==> config.mk <==
export PLATFORM = sky130hd
export DESIGN_NAME = sdram_axi_burst_sched_flat
export DESIGN_NICKNAME = d
export VERILOG_FILES = /design/src/rtl/sdram_axi_burst_sched_if.sv /design/src/rtl/sdram_axi_burst_sched.sv /design/src/flat_wrapper.sv
export SDC_FILE = /design/constraint.sdc
export NUM_CORES = 1
export LEC_CHECK = 0
export BUFFER_PORTS_ARGS = -buffer_cell sky130_fd_sc_hd__buf_2
export CAP_MARGIN = 20
export CORE_MARGIN = 5
export CORE_UTILIZATION = 23
export CTS_BUF_LIST = sky130_fd_sc_hd__clkbuf_4 sky130_fd_sc_hd__clkbuf_8 sky130_fd_sc_hd__clkbuf_16
export CTS_CLUSTER_DIAMETER = 100
export DETAILED_ROUTE_END_ITERATION = 10
export PLACE_DENSITY = 0.37
export SLEW_MARGIN = 25
export SYNTH_ARGS = -nofsm -noshare
export SYNTH_HDL_FRONTEND = slang
export SYNTH_SLANG_ARGS = --single-unit
==> constraint.sdc <==
create_clock -name sys_clk -period 2.5 [get_ports sys_clk]
set_clock_uncertainty 0.2 [all_clocks]
set_input_delay 0.125 -clock sys_clk [delete_from_list [all_inputs] [get_ports sys_clk]]
set_output_delay 0.125 -clock sys_clk [all_outputs]
set_load 0.03 [all_outputs]
==> src/rtl/sdram_axi_burst_sched_if.sv <==
// Burst request and FIFO fill-level bundle between the traffic sequencer
// and the SDRAM+AXI datapath.
interface sdram_axi_burst_sched_if;
   logic [22:0] addr;
   logic        i_write_burst_en;
   logic        i_read_burst_en;
   logic        read_valid;
   logic [9:0]  wr_fifo_num;
   logic [9:0]  rd_fifo_num;

   modport master (
      output addr, i_write_burst_en, i_read_burst_en, read_valid,
      input  wr_fifo_num, rd_fifo_num
   );

   modport slave (
      input  addr, i_write_burst_en, i_read_burst_en, read_valid,
      output wr_fifo_num, rd_fifo_num
   );
endinterface

==> src/rtl/sdram_axi_burst_sched.sv <==
// Upstream traffic sequencer: after SDRAM init, issues NUM_BURSTS write/read
// burst pairs, judges completion from FIFO fill levels, with a per-burst watchdog.
//
// state     | meaning
// ----------+------------------------------------------------------------
// IDLE      | out of reset, waiting for start
// WAIT_INIT | run requested, waiting for SDRAM init_end
// WR_REQ    | one-cycle write burst request
// WR_WAIT   | waiting for write FIFO to fill then drain (watchdog armed)
// WR_GAP    | idle gap after write burst
// RD_REQ    | one-cycle read burst request, read_valid raised
// RD_WAIT   | waiting for read FIFO to fill then drain (watchdog armed)
// RD_GAP    | idle gap after read burst, then next pair or DONE
// DONE      | run finished cleanly, restartable
// ERR       | watchdog expired, restartable
module sdram_axi_burst_sched #(
   parameter logic [22:0] BASE_ADDR   = 23'd0,
   parameter int          BURST_LEN   = 16,
   parameter int          NUM_BURSTS  = 8,
   parameter int          GAP_CYC     = 4,
   parameter int          TIMEOUT_CYC = 4096
) (
   input  logic                            sys_clk,
   input  logic                            sys_rst_n,
   input  logic                            start,
   input  logic                            init_end,
   sdram_axi_burst_sched_if.master         bus,
   output logic                            busy,
   output logic                            done,
   output logic                            timeout_err,
   output logic [7:0]                      burst_idx
);

   localparam int TMAX = (TIMEOUT_CYC > GAP_CYC) ? TIMEOUT_CYC : GAP_CYC;
   localparam int TW   = (TMAX > 2) ? $clog2(TMAX) : 1;
   localparam logic [TW-1:0] TO_LOAD  = TW'(TIMEOUT_CYC - 1);
   localparam logic [TW-1:0] GAP_LOAD = TW'((GAP_CYC == 0) ? 0 : GAP_CYC - 1);
   localparam logic [7:0]    LAST_IDX = 8'(NUM_BURSTS - 1);

   typedef enum logic [3:0] {
      S_IDLE, S_WAIT_INIT, S_WR_REQ, S_WR_WAIT, S_WR_GAP,
      S_RD_REQ, S_RD_WAIT, S_RD_GAP, S_DONE, S_ERR
   } state_t;

   state_t        state_q, state_d;
   logic [22:0]   addr_q, addr_d;
   logic [7:0]    idx_q, idx_d;
   logic [TW-1:0] tmr_q, tmr_d;
   logic          wr_en_q, wr_en_d;
   logic          rd_en_q, rd_en_d;
   logic          rvld_q, rvld_d;
   logic          busy_q, busy_d;
   logic          done_q, done_d;
   logic          err_q, err_d;
   logic          seen_nz_q, seen_nz_d;
   logic [9:0]    fifo_num;
   logic          burst_cmpl;

   assign fifo_num   = (state_q == S_RD_WAIT) ? bus.rd_fifo_num : bus.wr_fifo_num;
   assign burst_cmpl = seen_nz_q && (fifo_num == 10'd0);

   always_comb begin
      state_d   = state_q;
      addr_d    = addr_q;
      idx_d     = idx_q;
      tmr_d     = tmr_q;
      wr_en_d   = 1'b0;
      rd_en_d   = 1'b0;
      rvld_d    = rvld_q;
      busy_d    = busy_q;
      done_d    = done_q;
      err_d     = err_q;
      seen_nz_d = seen_nz_q;
      case (state_q)
         S_IDLE, S_DONE, S_ERR: begin
            if (start) begin
               done_d = 1'b0;
               err_d  = 1'b0;
               addr_d = BASE_ADDR;
               idx_d  = 8'd0;
               busy_d = 1'b1;
               if (init_end) begin
                  state_d = S_WR_REQ;
                  wr_en_d = 1'b1;
               end else begin
                  state_d = S_WAIT_INIT;
               end
            end
         end
         S_WAIT_INIT: begin
            if (init_end) begin
               state_d = S_WR_REQ;
               wr_en_d = 1'b1;
            end
         end
         S_WR_REQ, S_RD_REQ: begin
            seen_nz_d = 1'b0;
            tmr_d     = TO_LOAD;
            state_d   = (state_q == S_WR_REQ) ? S_WR_WAIT : S_RD_WAIT;
         end
         S_WR_WAIT, S_RD_WAIT: begin
            seen_nz_d = seen_nz_q | (fifo_num != 10'd0);
            // completion is checked before the watchdog so it wins a tie
            if (burst_cmpl) begin
               tmr_d   = GAP_LOAD;
               rvld_d  = 1'b0;
               state_d = (state_q == S_WR_WAIT) ? S_WR_GAP : S_RD_GAP;
            end else if (tmr_q == '0) begin
               state_d = S_ERR;
               err_d   = 1'b1;
               busy_d  = 1'b0;
               rvld_d  = 1'b0;
            end else begin
               tmr_d = tmr_q - TW'(1);
            end
         end
         S_WR_GAP: begin
            if (tmr_q == '0) begin
               state_d = S_RD_REQ;
               rd_en_d = 1'b1;
               rvld_d  = 1'b1;
            end else begin
               tmr_d = tmr_q - TW'(1);
            end
         end
         S_RD_GAP: begin
            if (tmr_q != '0) begin
               tmr_d = tmr_q - TW'(1);
            end else if (idx_q == LAST_IDX) begin
               state_d = S_DONE;
               busy_d  = 1'b0;
               done_d  = 1'b1;
            end else begin
               idx_d   = idx_q + 8'd1;
               addr_d  = addr_q + 23'(BURST_LEN);
               state_d = S_WR_REQ;
               wr_en_d = 1'b1;
            end
         end
         default: state_d = S_IDLE;
      endcase
   end

   always_ff @(posedge sys_clk or negedge sys_rst_n) begin
      if (!sys_rst_n) begin
         state_q   <= S_IDLE;
         addr_q    <= BASE_ADDR;
         idx_q     <= 8'd0;
         tmr_q     <= '0;
         wr_en_q   <= 1'b0;
         rd_en_q   <= 1'b0;
         rvld_q    <= 1'b0;
         busy_q    <= 1'b0;
         done_q    <= 1'b0;
         err_q     <= 1'b0;
         seen_nz_q <= 1'b0;
      end else begin
         state_q   <= state_d;
         addr_q    <= addr_d;
         idx_q     <= idx_d;
         tmr_q     <= tmr_d;
         wr_en_q   <= wr_en_d;
         rd_en_q   <= rd_en_d;
         rvld_q    <= rvld_d;
         busy_q    <= busy_d;
         done_q    <= done_d;
         err_q     <= err_d;
         seen_nz_q <= seen_nz_d;
      end
   end

   assign bus.addr             = addr_q;
   assign bus.i_write_burst_en = wr_en_q;
   assign bus.i_read_burst_en  = rd_en_q;
   assign bus.read_valid       = rvld_q;
   assign busy                 = busy_q;
   assign done                 = done_q;
   assign timeout_err          = err_q;
   assign burst_idx            = idx_q;

endmodule

==> src/flat_wrapper.sv <==
// flat-port wrapper written by rule: the top's interface ports become plain ports
module sdram_axi_burst_sched_flat 
#(
   parameter logic [22:0] BASE_ADDR   = 23'd0,
   parameter int          BURST_LEN   = 16,
   parameter int          NUM_BURSTS  = 8,
   parameter int          GAP_CYC     = 4,
   parameter int          TIMEOUT_CYC = 4096
)
  (sys_clk, sys_rst_n, start, init_end, busy, done, timeout_err, burst_idx, bus_addr, bus_i_write_burst_en, bus_i_read_burst_en, bus_read_valid, bus_wr_fifo_num, bus_rd_fifo_num);
  sdram_axi_burst_sched_if bus_i ();
  input  logic sys_clk;
  input  logic sys_rst_n;
  input  logic start;
  input  logic init_end;
  output logic busy;
  output logic done;
  output logic timeout_err;
  output logic [7:0] burst_idx;
  output wire logic [$bits(bus_i.addr)-1:0] bus_addr;
  output wire logic [$bits(bus_i.i_write_burst_en)-1:0] bus_i_write_burst_en;
  output wire logic [$bits(bus_i.i_read_burst_en)-1:0] bus_i_read_burst_en;
  output wire logic [$bits(bus_i.read_valid)-1:0] bus_read_valid;
  input wire logic [$bits(bus_i.wr_fifo_num)-1:0] bus_wr_fifo_num;
  input wire logic [$bits(bus_i.rd_fifo_num)-1:0] bus_rd_fifo_num;
  assign bus_addr = bus_i.addr;
  assign bus_i_write_burst_en = bus_i.i_write_burst_en;
  assign bus_i_read_burst_en = bus_i.i_read_burst_en;
  assign bus_read_valid = bus_i.read_valid;
  assign bus_i.wr_fifo_num = bus_wr_fifo_num;
  assign bus_i.rd_fifo_num = bus_rd_fifo_num;
  sdram_axi_burst_sched #(.BASE_ADDR(BASE_ADDR), .BURST_LEN(BURST_LEN), .NUM_BURSTS(NUM_BURSTS), .GAP_CYC(GAP_CYC), .TIMEOUT_CYC(TIMEOUT_CYC)) u_core (.sys_clk(sys_clk), .sys_rst_n(sys_rst_n), .start(start), .init_end(init_end), .bus(bus_i), .busy(busy), .done(done), .timeout_err(timeout_err), .burst_idx(burst_idx));
endmodule
==> results.md, run 1 <==
* Setup_tns at 0 ps
* Pin count of the biggest net entering global routing at 51
* Inst Count DP at 571
* Vias/cell at 4.65
* Combinational power share at 40.0%
* Sw Pwr at 0.00128 W
* Tcrit/Tclk final at 91.1%
* Worst Setup End Kind: flip-flop
* DRT antenna net count at 0
* Fmax at 0.439 GHz
* Async set-reset flop share out of synthesis at 100%
* Seq pwr share at 34.2%
* GRT met3 Usage at 2.20%
* Place WS at 112 ps
* Busiest grt layer: met2
* Setup violators final at 0
* Die area at 15200 sq um
* CTS root buffer: clkbuf_16
* GR Overflow Total at 0
* Switching share of total power at 39.1%
* RSZ-0062 raised after global routing: no
* Drt drc at 0
* Sink Count at 50
* IO Pins at 61
* Placer congestion estimate at 0.779
* Synth area leader: dfrtp_1
* GR Util met1 at 15.5%
* CP max FO at 9
* Chip Height at 123 microns
* Period minus WS final at 2280 ps
* Critical path origin: u_core.burst_idx[5]$_DFFE_PN0P_
* CTS tree: built
* Cell area after synthesis at 2960 sq um
* DR vias at 2717
* Top cell type's share of synthesized area at 42.3%
* CORE AREA at 12600 sq um
* Max_cap viols at 0
* Port bufs at 56
* CTS H-tree lvls at 2
* Post-synth EDFFs at 0
* Max_slew headroom at 53.6%
* Sequential-to-total area share from yosys stat at 42.3%
* Row count at 41
* CP arrival at 2260 ps
* Finished Layout Cells at 584
* Wirelength, routed at 8.50 mm
* TritonCTS Buffers at 5
* P per Cell Area at 874 nW/um^2
* Synth unique cells at 56
* Clk network pwr share at 25.8%
* Slew Viols, Final at 0
* Layout area overhead at 26.7%
* Reg-to-reg startpoint: u_core.burst_idx[5]$_DFFE_PN0P_
* Final Core Density at 29.7%
* Class of the worst hold path: input pin to asynchronous set/reset pin
* Met2 GRT Util at 17.7%
* Worst setup margin at 222 ps
* R2R depth at 8
* Die width at 123 microns
* Outcome: completed
* Clk_lat worst skew at 300 ps
* Vias in the first global route at 2642
* Antenna cells at 0
* CP Class: flip-flop to flip-flop
* Mapped Cells at 340
* #FFs+latches synth at 50
* NumNets Final at 439
* Tot GR Track Use at 11.4%
* CTS clk-pin slew, worst paths at 80 ps
* Synth top area cells: dfrtp_1 (42%), xor2_1 (6.2%), a21oi_1 (5.6%)
* Startpoint Class: flip-flop
* Peak supply drop at 0.000283 V
* Drt pass-1 iters at 4
* Global-route wire length before repair at 13.6 mm
* Wire per inst at 14.6 microns
* Measured slew at the worst slew-check pin at 695 ps
* Clk buf depth at 2
* Worst Path Required at 2480 ps
* Ratio of cells with drive above 1 in the final layout at 24.5%
* DRT iter0 DRCs at 114
* Most used DFF post-synth: dfrtp_1
* Leak Pwr at 1.73 nW
* Syn avg cell area at 8.70 sq um
* Internal power at 0.00199 W
* Hpwl dp at 6.02 mm
* Starting Density at 23.4%
* Synth warn at 0
* Antenna violations before repair at 0
* Final hold violation count at 0
## area by class of cell
class,instances,area [sq um]
flip-flops and latches,50,1250
clock buffers,6,139
clock inverters,2,38.8
repair buffers,80,480
inverters,9,33.8
well taps,172,215
fillers,1402,8870
multi-input cells,265,1590
## cell families (layout without fill, tap and decap cells)
kind of cell / Yosys count / in the layout / share of synthesized area (%)
other: 1 / 4 / 0.127
AOI/OAI and AO/OA: 70 / 70 / 14.6
xor gates and xnor gates: 24 / 24 / 7.11
muxes: 4 / 4 / 1.40
buffers and inverters: 28 / 97 / 5.03
and+or+nand+nor: 159 / 159 / 27.8
DFF: 50 / 50 / 42.3
adders and majority gates: 4 / 4 / 1.69
## registers in the layout (all words and copies together), names as in the netlist
signal / flops
u_core.state_q: 4
u_core.timeout_err: 1
u_core.burst_idx: 8
u_core.bus.i_read_burst_en: 1
u_core.bus.addr: 19
u_core.bus.read_valid: 1
u_core.bus.i_write_burst_en: 1
u_core.seen_nz_q: 1
u_core.tmr_q: 12
u_core.done: 1
u_core.busy: 1
## repair_timing
item                       CTS  global route
setup endpoints to repair    0            16
resized for setup            0             3
hold buffers                 3             0
hold endpoints to repair    51             0
buffers inserted             0             2
## path summary, 6_finish.rpt
kind / slack [ps] / end
worst max-delay path: 220 / u_core.bus.addr[17]$_DFFE_PN0P_
worst min-delay path: 290 / u_core.tmr_q[7]$_DFFE_PN0P_
worst max register to register: 220 / u_core.bus.addr[17]$_DFFE_PN0P_
worst min register to register: 290 / u_core.done$_DFFE_PN0P_
max in group asynchronous: 1350 / u_core.state_q[2]$_DFFE_PN0P_
min in group sys_clk: 290 / u_core.done$_DFFE_PN0P_
## stage by stage
| step | power, W | hold slack [ps] | area (sq um) |
|---|---|---|---|
| 6_report | 0.00328 | 288 | 3750 |
| 2_1_floorplan | 0.00199 | -371 | 2970 |
| 5_1_grt | 0.00352 | 332 | 3750 |
| 3_3_place_gp | 0.00246 | 112 | 3510 |
| 3_5_place_dp | 0.00244 | 114 | 3510 |
| 4_1_cts | 0.00331 | 294 | 3720 |
## power groups by stage
stage	sequential (W)	clock, W	combinational (W)
CTS	0.00112	0.000874	0.00132
global placement	0.00114	0	0.00132
floorplan	0.00112	0	0.000869
global route	0.00115	0.000904	0.00147
detailed placement	0.00113	0	0.00130
finish	0.00112	0.000846	0.00131
## Yosys cell counts (all sizes together), types with 2 or more instances
cell type  instances
inv                9
nand3             20
or3                2
nand2b             6
nor3               8
a311oi             2
a21oi             33
ha                 4
and4               2
nor3b              2
and2               3
mux2i              3
xor2              21
o21ai             19
nor2b              3
o31ai              4
nor2              39
a31oi              2
nand2             39
xnor2              3
a211oi             2
o21a               3
nor4b              2
nand4             10
nor4               6
buf               13
and3               8
clkbuf             6
or2                2
dfrtp             50
and4b              2
## layout by cell type (no fill, tap or decap), drive strengths merged, types with 10 or more instances in the layout
master,netlist,final
buf,13,77
dfrtp,50,50
nor2,39,39
nand2,39,39
a21oi,33,33
xor2,21,21
nand3,20,20
o21ai,19,19
nand4,10,10
inv,9,10
## critical path, cell delays in order, from the launching register on
cell and delay, ps:
dfrtp_1 440, or4_4 580, o31ai_4 170, buf_4 190, o21ai_4 80, buf_4 180, nand4_1 100, xor2_1 150
nor2_1 50
## routing by layer
metal | routed length (microns) | vias up
met3 | 398 | 8
met2 | 3740 | 63
li1 | - | 1329
met4 | 136 | 0
met1 | 4230 | 1317
met5 | 0 | -
(Power assumes the default switching activity.)
==> inputs of run 2 (changes only) <==
PLACE_DENSITY = 0.39   (was 0.37)
clock period = 1.94 ns   (was 2.5 ns; I/O delays follow)
==> run 2 against run 1 <==
  * First-iteration DRC count increased by 72%
  * Cell area increased by 28%
  * Non-clock buffer count increased by 77
  * Power increased by 67%
  * Flip-flop and latch count unchanged
  * Critical path depth unchanged
  * The run now ends with setup timing left
  * Via count increased by 10%
  * Highest routed layer unchanged
  * Combinational power increased by 140%
  * Fmax increased by 6.8%
  * Sequential power increased by 27%
==> results.md, run 2 (same netlist as run 1, synthesis figures left out) <==
* Outcome: finished with violations (was completed)
* Failing checks: setup timing
* Pin count of the biggest net entering global routing at 32 (was 51)
* Hold Slack at 119 ps (was 288 ps)
* Starting Density at 23.4% (unchanged)
* Global-route wire length before repair at 15.2 mm (was 13.6 mm)
* R2R Setup Slk at -190 ps (was 220 ps)
* DR vias at 3002 (was 2717)
* Crit-path most repeated cell: buf_6 (was buf_4)
* Row count at 41 (unchanged)
* Layout area overhead at 62.8% (was 26.7%)
* Vias/cell at 4.53 (was 4.65)
* Worst Setup End Kind: flip-flop (unchanged)
* GR Overflow Total at 0 (unchanged)
* IO Pins at 61 (unchanged)
* Startpoint Class: flip-flop (unchanged)
* Worst setup margin at -193 ps (was 222 ps)
* Chip Height at 123 microns (unchanged)
* Sink Count at 50 (unchanged)
* CTS root buffer: clkbuf_16 (unchanged)
* Max_slew headroom at 64.4% (was 53.6%)
* Final hold violation count at 0 (unchanged)
* Ratio of cells with drive above 1 in the final layout at 50.2% (was 24.5%)
* Die area at 15200 sq um (unchanged)
* CP Class: flip-flop to flip-flop (unchanged)
* CTS clk-pin slew, worst paths at 70 ps (was 80 ps)
* CP arrival at 2120 ps (was 2260 ps)
* Most frequent cells in the layout: buf_4 (70), buf_2 (56), dfrtp_1 (45), nor2_1 (37), nand2_1 (29) (was buf_2 (56), dfrtp_1 (50), nor2_1 (38), nand2_1 (38), a21oi_1 (33))
* Tcrit/Tclk final at 110% (was 91.1%)
* Wire per inst at 14.0 microns (was 14.6 microns)
* Port bufs at 56 (unchanged)
* NumNets Final at 517 (was 439)
* CORE AREA at 12600 sq um (unchanged)
* CTS H-tree lvls at 2 (unchanged)
* Antenna cells at 0 (unchanged)
* Drt pass-1 iters at 4 (unchanged)
* Non-Filler Cell Area, Final at 4810 sq um (was 3750 sq um)
* RSZ-0062 raised after global routing: yes (was no)
* Max_cap viols at 0 (unchanged)
* Fmax at 0.469 GHz (was 0.439 GHz)
* Worst Path Required at 1930 ps (was 2480 ps)
* Hpwl dp at 6.85 mm (was 6.02 mm)
* Largest register FFs at 19 (unchanged)
* Cell at the slowest stage of the critical path: or4_4 (unchanged)
* DRT iter0 DRCs at 196 (was 114)
* Drt drc at 0 (unchanged)
* Setup violators final at 42 (was 0)
* CP max FO at 5 (was 9)
* Worst stage delay on the critical path at 560 ps (was 580 ps)
* Class of the worst hold path: input pin to asynchronous set/reset pin (unchanged)
* DRT antenna net count at 0 (unchanged)
* Vias in the first global route at 2994 (was 2642)
* Area of placed instances at 4110 sq um (was 3510 sq um)
* Antenna violations before repair at 0 (unchanged)
* Peak supply drop at 0.000392 V (was 0.000283 V)
* CTS tree: built (unchanged)
* Period minus WS final at 2130 ps (was 2280 ps)
* Wirelength, routed at 9.30 mm (was 8.50 mm)
* Die width at 123 microns (unchanged)
* Place WS at -259 ps (was 112 ps)
* Most common cell after layout, fill and taps aside: buf_4 (was buf_2)
* Clk_lat worst skew at 290 ps (was 300 ps)
* TritonCTS Buffers at 5 (unchanged)
* Slew Viols, Final at 0 (unchanged)
* Placer congestion estimate at 0.804 (was 0.779)
* Tot GR Track Use at 12.6% (was 11.4%)
* Measured slew at the worst slew-check pin at 534 ps (was 695 ps)
* P per Cell Area at 1140 nW/um^2 (was 874 nW/um^2)
* Clk buf depth at 2 (unchanged)
* Worst-path cell chain: or4_4 -> o31ai_4 -> buf_6 -> o21ai_4 -> buf_6 -> nand3_1 -> xor2_1 -> nor2_1 (was or4_4 -> o31ai_4 -> buf_4 -> o21ai_4 -> buf_4 -> nand4_1 -> xor2_1 -> nor2_1)
* Leak Pwr at 2.19 nW (was 1.73 nW)
run 2: stage by stage:
| step | total power [W] | instances | TNS [ps] | util (%) |
|---|---|---|---|---|
| floorplan | 0.00268 | 343 | -4680 | - |
| global placement | 0.00380 | 635 | -7880 | 32.6 |
| detailed placement | 0.00379 | 635 | -7610 | 32.6 |
| CTS | 0.00507 | 657 | -5710 | 36.0 |
| global route | 0.00586 | 662 | -9610 | 38.2 |
| finish | 0.00547 | 662 | -4520 | 38.2 |
run 2: worst paths after layout:
check / start / end / depth (start not counted)
worst max-delay path: u_core.burst_idx[4]$_DFFE_PN0P_ / u_core.bus.addr[18]$_DFFE_PN0P_ / 8
worst min-delay path: sys_rst_n / u_core.burst_idx[6]$_DFFE_PN0P_ / 2
worst max register to register: u_core.burst_idx[4]$_DFFE_PN0P_ / u_core.bus.addr[18]$_DFFE_PN0P_ / 8
worst min register to register: u_core.done$_DFFE_PN0P_ / u_core.done$_DFFE_PN0P_ / 2
max in group asynchronous: sys_rst_n / u_core.bus.addr[17]$_DFFE_PN0P_ / 3
min in group sys_clk: bus_wr_fifo_num[9] / u_core.state_q[1]$_DFFE_PN0P_ / 7
run 2: area by class of cell:
type,count,area (sq um)
multi-input cells,266,1980
well taps,172,215
flip-flops and latches,50,1260
repair buffers,157,1180
inverters,9,33.8
clock inverters,2,12.5
fillers,1297,7800
clock buffers,6,139
run 2: layer usage:
metal | routed length, microns | GRT usage (%) | up-vias | part of all wire [%]
met5 | 0 | 0 | - | 0
met4 | 95 | 3.32 | 0 | 1.0
met3 | 357 | 2.38 | 8 | 3.8
met2 | 4540 | 20.9 | 43 | 49
met1 | 4310 | 16.8 | 1456 | 46
li1 | - | - | 1495 | -
run 2: power breakdown:
part,switching [W],leakage (nW),internal [W]
clock network,0.000418,0.0729,0.000512
logic,0.00156,1.48,0.00156
registers,0.000188,0.641,0.00124
run 2: critical path, delay by kind of cell, from the launching register on:
kind	cells	cell delay, ps
DFF	1	400
AOI/OAI and AO/OA	2	270
buffers and inverters	2	300
xor gates and xnor gates	1	160
and+or+nand+nor	3	690
run 2: repair_timing:
| item | in CTS | in global routing |
|---|---|---|
| hold endpoints to repair | 21 | 0 |
| pin swaps | 36 | 46 |
| setup buffers | 9 | 5 |
| hold buffers | 3 | 0 |
| gates cloned | 2 | 0 |
| resized for setup | 48 | 58 |
| endpoints found under the setup margin | 45 | 47 |
==> inputs of run 3 (changes only) <==
CELL_PAD_IN_SITES_DETAIL_PLACEMENT = 1   (was unset)
CELL_PAD_IN_SITES_GLOBAL_PLACEMENT = 1   (was unset)
CORE_MARGIN = 1.5   (was 5)
PLACE_DENSITY = 0.49   (was 0.39)
==> run 3 against run 2 <==
  * Clock-buffer cell count is 1 lower
  * Flip-flop and latch count stayed put
  * Critical endpoint is now u_core.tmr_q[2]$_DFFE_PN0P_
  * Highest routed layer unchanged
  * Clock power is 2% lower
  * Via count is 2.6% higher
  * Sequential share of layout area is 0.27 points lower
  * Register-to-register slack worse by 70 ps
  * First-iteration DRC count is 55% lower
  * Sequential power is 4% higher
  * The flow still finishes with violations (setup timing)
==> results.md, run 3 (same netlist as run 1, synthesis figures left out) <==
* Outcome: finished with violations (unchanged)
* Failing checks: setup timing (unchanged)
* Clk_lat worst skew at 290 ps (about the same)
* Antenna cells at 0 (unchanged)
* Most common cell after layout, fill and taps aside: buf_4 (unchanged)
* Period minus WS final at 2200 ps (was 2130 ps)
* Clk network pwr share at 16.6% (was 17.0%)
* Worst stage delay on the critical path at 450 ps (was 560 ps)
* TritonCTS Buffers at 5 (unchanged)
* Wirelength, routed at 10.6 mm (was 9.30 mm)
* Worst-path cell chain: buf_4 -> buf_4 -> nor3b_1 -> buf_4 -> o21ai_4 -> a31oi_4 -> buf_6 -> nand2_1 -> a21oi_1 (was or4_4 -> o31ai_4 -> buf_6 -> o21ai_4 -> buf_6 -> nand3_1 -> xor2_1 -> nor2_1)
* NumNets Final at 520 (was 517)
* Cell at the slowest stage of the critical path: dfrtp_2 (was or4_4)
* Max_slew headroom at 62.2% (was 64.4%)
* DRT iter0 DRCs at 89 (was 196)
* GR Overflow Total at 0 (unchanged)
* RSZ-0062 raised after global routing: yes (unchanged)
* Critical Path Sink: u_core.tmr_q[2]$_DFFE_PN0P_ (was u_core.bus.addr[18]$_DFFE_PN0P_)
* Hpwl dp at 7.60 mm (was 6.85 mm)
* Ratio of cells with drive above 1 in the final layout at 50.7% (was 50.2%)
* Largest register FFs at 19 (unchanged)
* Worst setup margin at -264 ps (was -193 ps)
* CTS H-tree lvls at 2 (unchanged)
* Sw Pwr at 0.00225 W (was 0.00217 W)
* Tot GR Track Use at 15.4% (was 12.6%)
* P per Cell Area at 1130 nW/um^2 (was 1140 nW/um^2)
* WP depth at 9 (was 8)
* Drt drc at 0 (unchanged)
* Tcrit/Tclk final at 114% (was 110%)
* Starting Density at 23.5% (was 23.4%)
* CTS clk-pin slew, worst paths at 70 ps (about the same)
* Final hold violation count at 0 (unchanged)
* Chip Height at 116 microns (was 123 microns)
* Class of the worst hold path: input pin to asynchronous set/reset pin (unchanged)
* Max_cap viols at 0 (unchanged)
* Placer congestion estimate at 0.761 (was 0.804)
* Vias in the first global route at 3219 (was 2994)
* R2R depth at 9 (was 8)
* Crit-path most repeated cell: buf_4 (was buf_6)
* Combinational power share at 56.7% (was 57.0%)
* Worst Path Required at 1960 ps (was 1930 ps)
* Reg-to-reg startpoint: u_core.state_q[3]$_DFFE_PN0P_ (was u_core.burst_idx[4]$_DFFE_PN0P_)
* Seq pwr share at 26.7% (was 26.0%)
* Fmax at 0.454 GHz (was 0.469 GHz)
* CP max FO at 5 (unchanged)
* Non-Filler Cell Area, Final at 4870 sq um (was 4810 sq um)
* Global-route wire length before repair at 16.2 mm (was 15.2 mm)
* CP Class: flip-flop to flip-flop (unchanged)
* Startpoint Class: flip-flop (unchanged)
* CORE AREA at 12600 sq um (about the same)
* Die area at 13500 sq um (was 15200 sq um)
* Die width at 116 microns (was 123 microns)
* Hold Slack at 97.2 ps (was 119 ps)
* Pin count of the biggest net entering global routing at 35 (was 32)
* Wire per inst at 16.0 microns (was 14.0 microns)
* DRT antenna net count at 0 (unchanged)
* Antenna violations before repair at 0 (unchanged)
* CP arrival at 2220 ps (was 2120 ps)
* Drt pass-1 iters at 4 (unchanged)
* R2R Setup Slk at -260 ps (was -190 ps)
* Internal power at 0.00325 W (was 0.00331 W)
* Port bufs at 56 (unchanged)
* Row count at 41 (unchanged)
* IO Pins at 61 (unchanged)
* Area of placed instances at 4110 sq um (unchanged)
* Clk buf depth at 2 (unchanged)
* Final Core Density at 38.7% (was 38.2%)
* CTS tree: built (unchanged)
* Most frequent cells in the layout: buf_4 (71), buf_2 (56), dfrtp_1 (44), nor2_1 (37), nand2_1 (29) (was buf_4 (70), buf_2 (56), dfrtp_1 (45), nor2_1 (37), nand2_1 (29))
* Peak supply drop at 0.000446 V (was 0.000392 V)
* Measured slew at the worst slew-check pin at 565 ps (was 534 ps)
* Setup violators final at 43 (was 42)
* Vias/cell at 4.63 (was 4.53)
* Setup_tns at -7870 ps (was -4520 ps)
* Worst Setup End Kind: flip-flop (unchanged)
* R2R Path End: u_core.tmr_q[2]$_DFFE_PN0P_ (was u_core.bus.addr[18]$_DFFE_PN0P_)
* Leak Pwr at 2.20 nW (was 2.19 nW)
* Critical path origin: u_core.state_q[3]$_DFFE_PN0P_ (was u_core.burst_idx[4]$_DFFE_PN0P_)
* Switching share of total power at 40.8% (was 39.6%)
* Layout area overhead at 64.6% (was 62.8%)
* Slew Viols, Final at 0 (unchanged)
* Sink Count at 50 (unchanged)
* Worst path bufs/invs at 4 (was 2)
* DR vias at 3080 (was 3002)
* CTS root buffer: clkbuf_16 (unchanged)
* Largest delay share family, worst path: buffers and inverters (was simple AND/OR/NAND/NOR gates)
run 3: changes by cell type in the layout (fill, tap and decap cells not counted), moves of 2 or more:
cell,previous run,this run
nand2_4,5,1
nand2b_4,2,0
a21oi_2,18,11
nand3_2,5,8
a21oi_1,13,19
buf_6,25,27
nand2_2,5,9
nand2b_1,4,6
nand3_1,15,11
run 3: worst min path at each step:
stage | cells past startpoint | to | startpoint
6_report | 2 | u_core.bus.addr[16]$_DFFE_PN0P_ | sys_rst_n
5_1_grt | 2 | u_core.bus.addr[17]$_DFFE_PN0P_ | sys_rst_n
4_1_cts | 2 | u_core.bus.addr[16]$_DFFE_PN0P_ | sys_rst_n
3_5_place_dp | 1 | u_core.bus.addr[16]$_DFFE_PN0P_ | sys_rst_n
3_3_place_gp | 1 | u_core.bus.addr[17]$_DFFE_PN0P_ | sys_rst_n
2_1_floorplan | 0 | u_core.burst_idx[0]$_DFFE_PN0P_ | sys_rst_n
run 3: repair_timing:
item	in CTS	in global routing
gates resized for setup	40	72
buffers inserted	7	18
pin swaps	23	57
endpoints found under the setup margin	47	48
endpoints found under the hold margin	51	0
cloned	0	1
hold buffers	3	0
run 3: final cells by class:
| class | count | area [sq um] |
|---|---|---|
| Timing Repair Buffer | 161 | 1220 |
| Clock inverter | 3 | 21.3 |
| Sequential cell | 50 | 1260 |
| Inverter | 9 | 33.8 |
| Tap cell | 172 | 215 |
| Clock buffer | 5 | 125 |
| Fill cell | 1464 | 7700 |
| Multi-Input combinational cell | 265 | 1990 |
run 3: layer usage:
metal	share of wire, %	track usage (%)
met1	43	18.5
met3	1.8	1.61
met2	54	29.1
met5	0	0
met4	1.7	3.82
run 3: worst register-to-register path, delay by kind of cell (launching register included):
family / cells / cell delay [ps]
AOI/OAI and AO/OA: 3 / 460
buffers and inverters: 4 / 690
DFF: 1 / 450
and+or+nand+nor: 2 / 330
run 3: through the flow:
step / power (W) / setup slack, ps / instances
after floorplan: 0.00268 / -250 / 343
after global placement: 0.00377 / -365 / 635
after detailed placement: 0.00383 / -398 / 635
after CTS: 0.00498 / -266 / 652
after global routing: 0.00584 / -401 / 665
final: 0.00550 / -264 / 665
run 3: power by group through the flow:
stage / logic (W) / registers, W / clock network [W]
after floorplan: 0.00120 / 0.00148 / 0
after global placement: 0.00232 / 0.00145 / 0
after detailed placement: 0.00237 / 0.00146 / 0
after CTS: 0.00262 / 0.00144 / 0.000930
after global routing: 0.00337 / 0.00150 / 0.000974
final: 0.00312 / 0.00147 / 0.000913
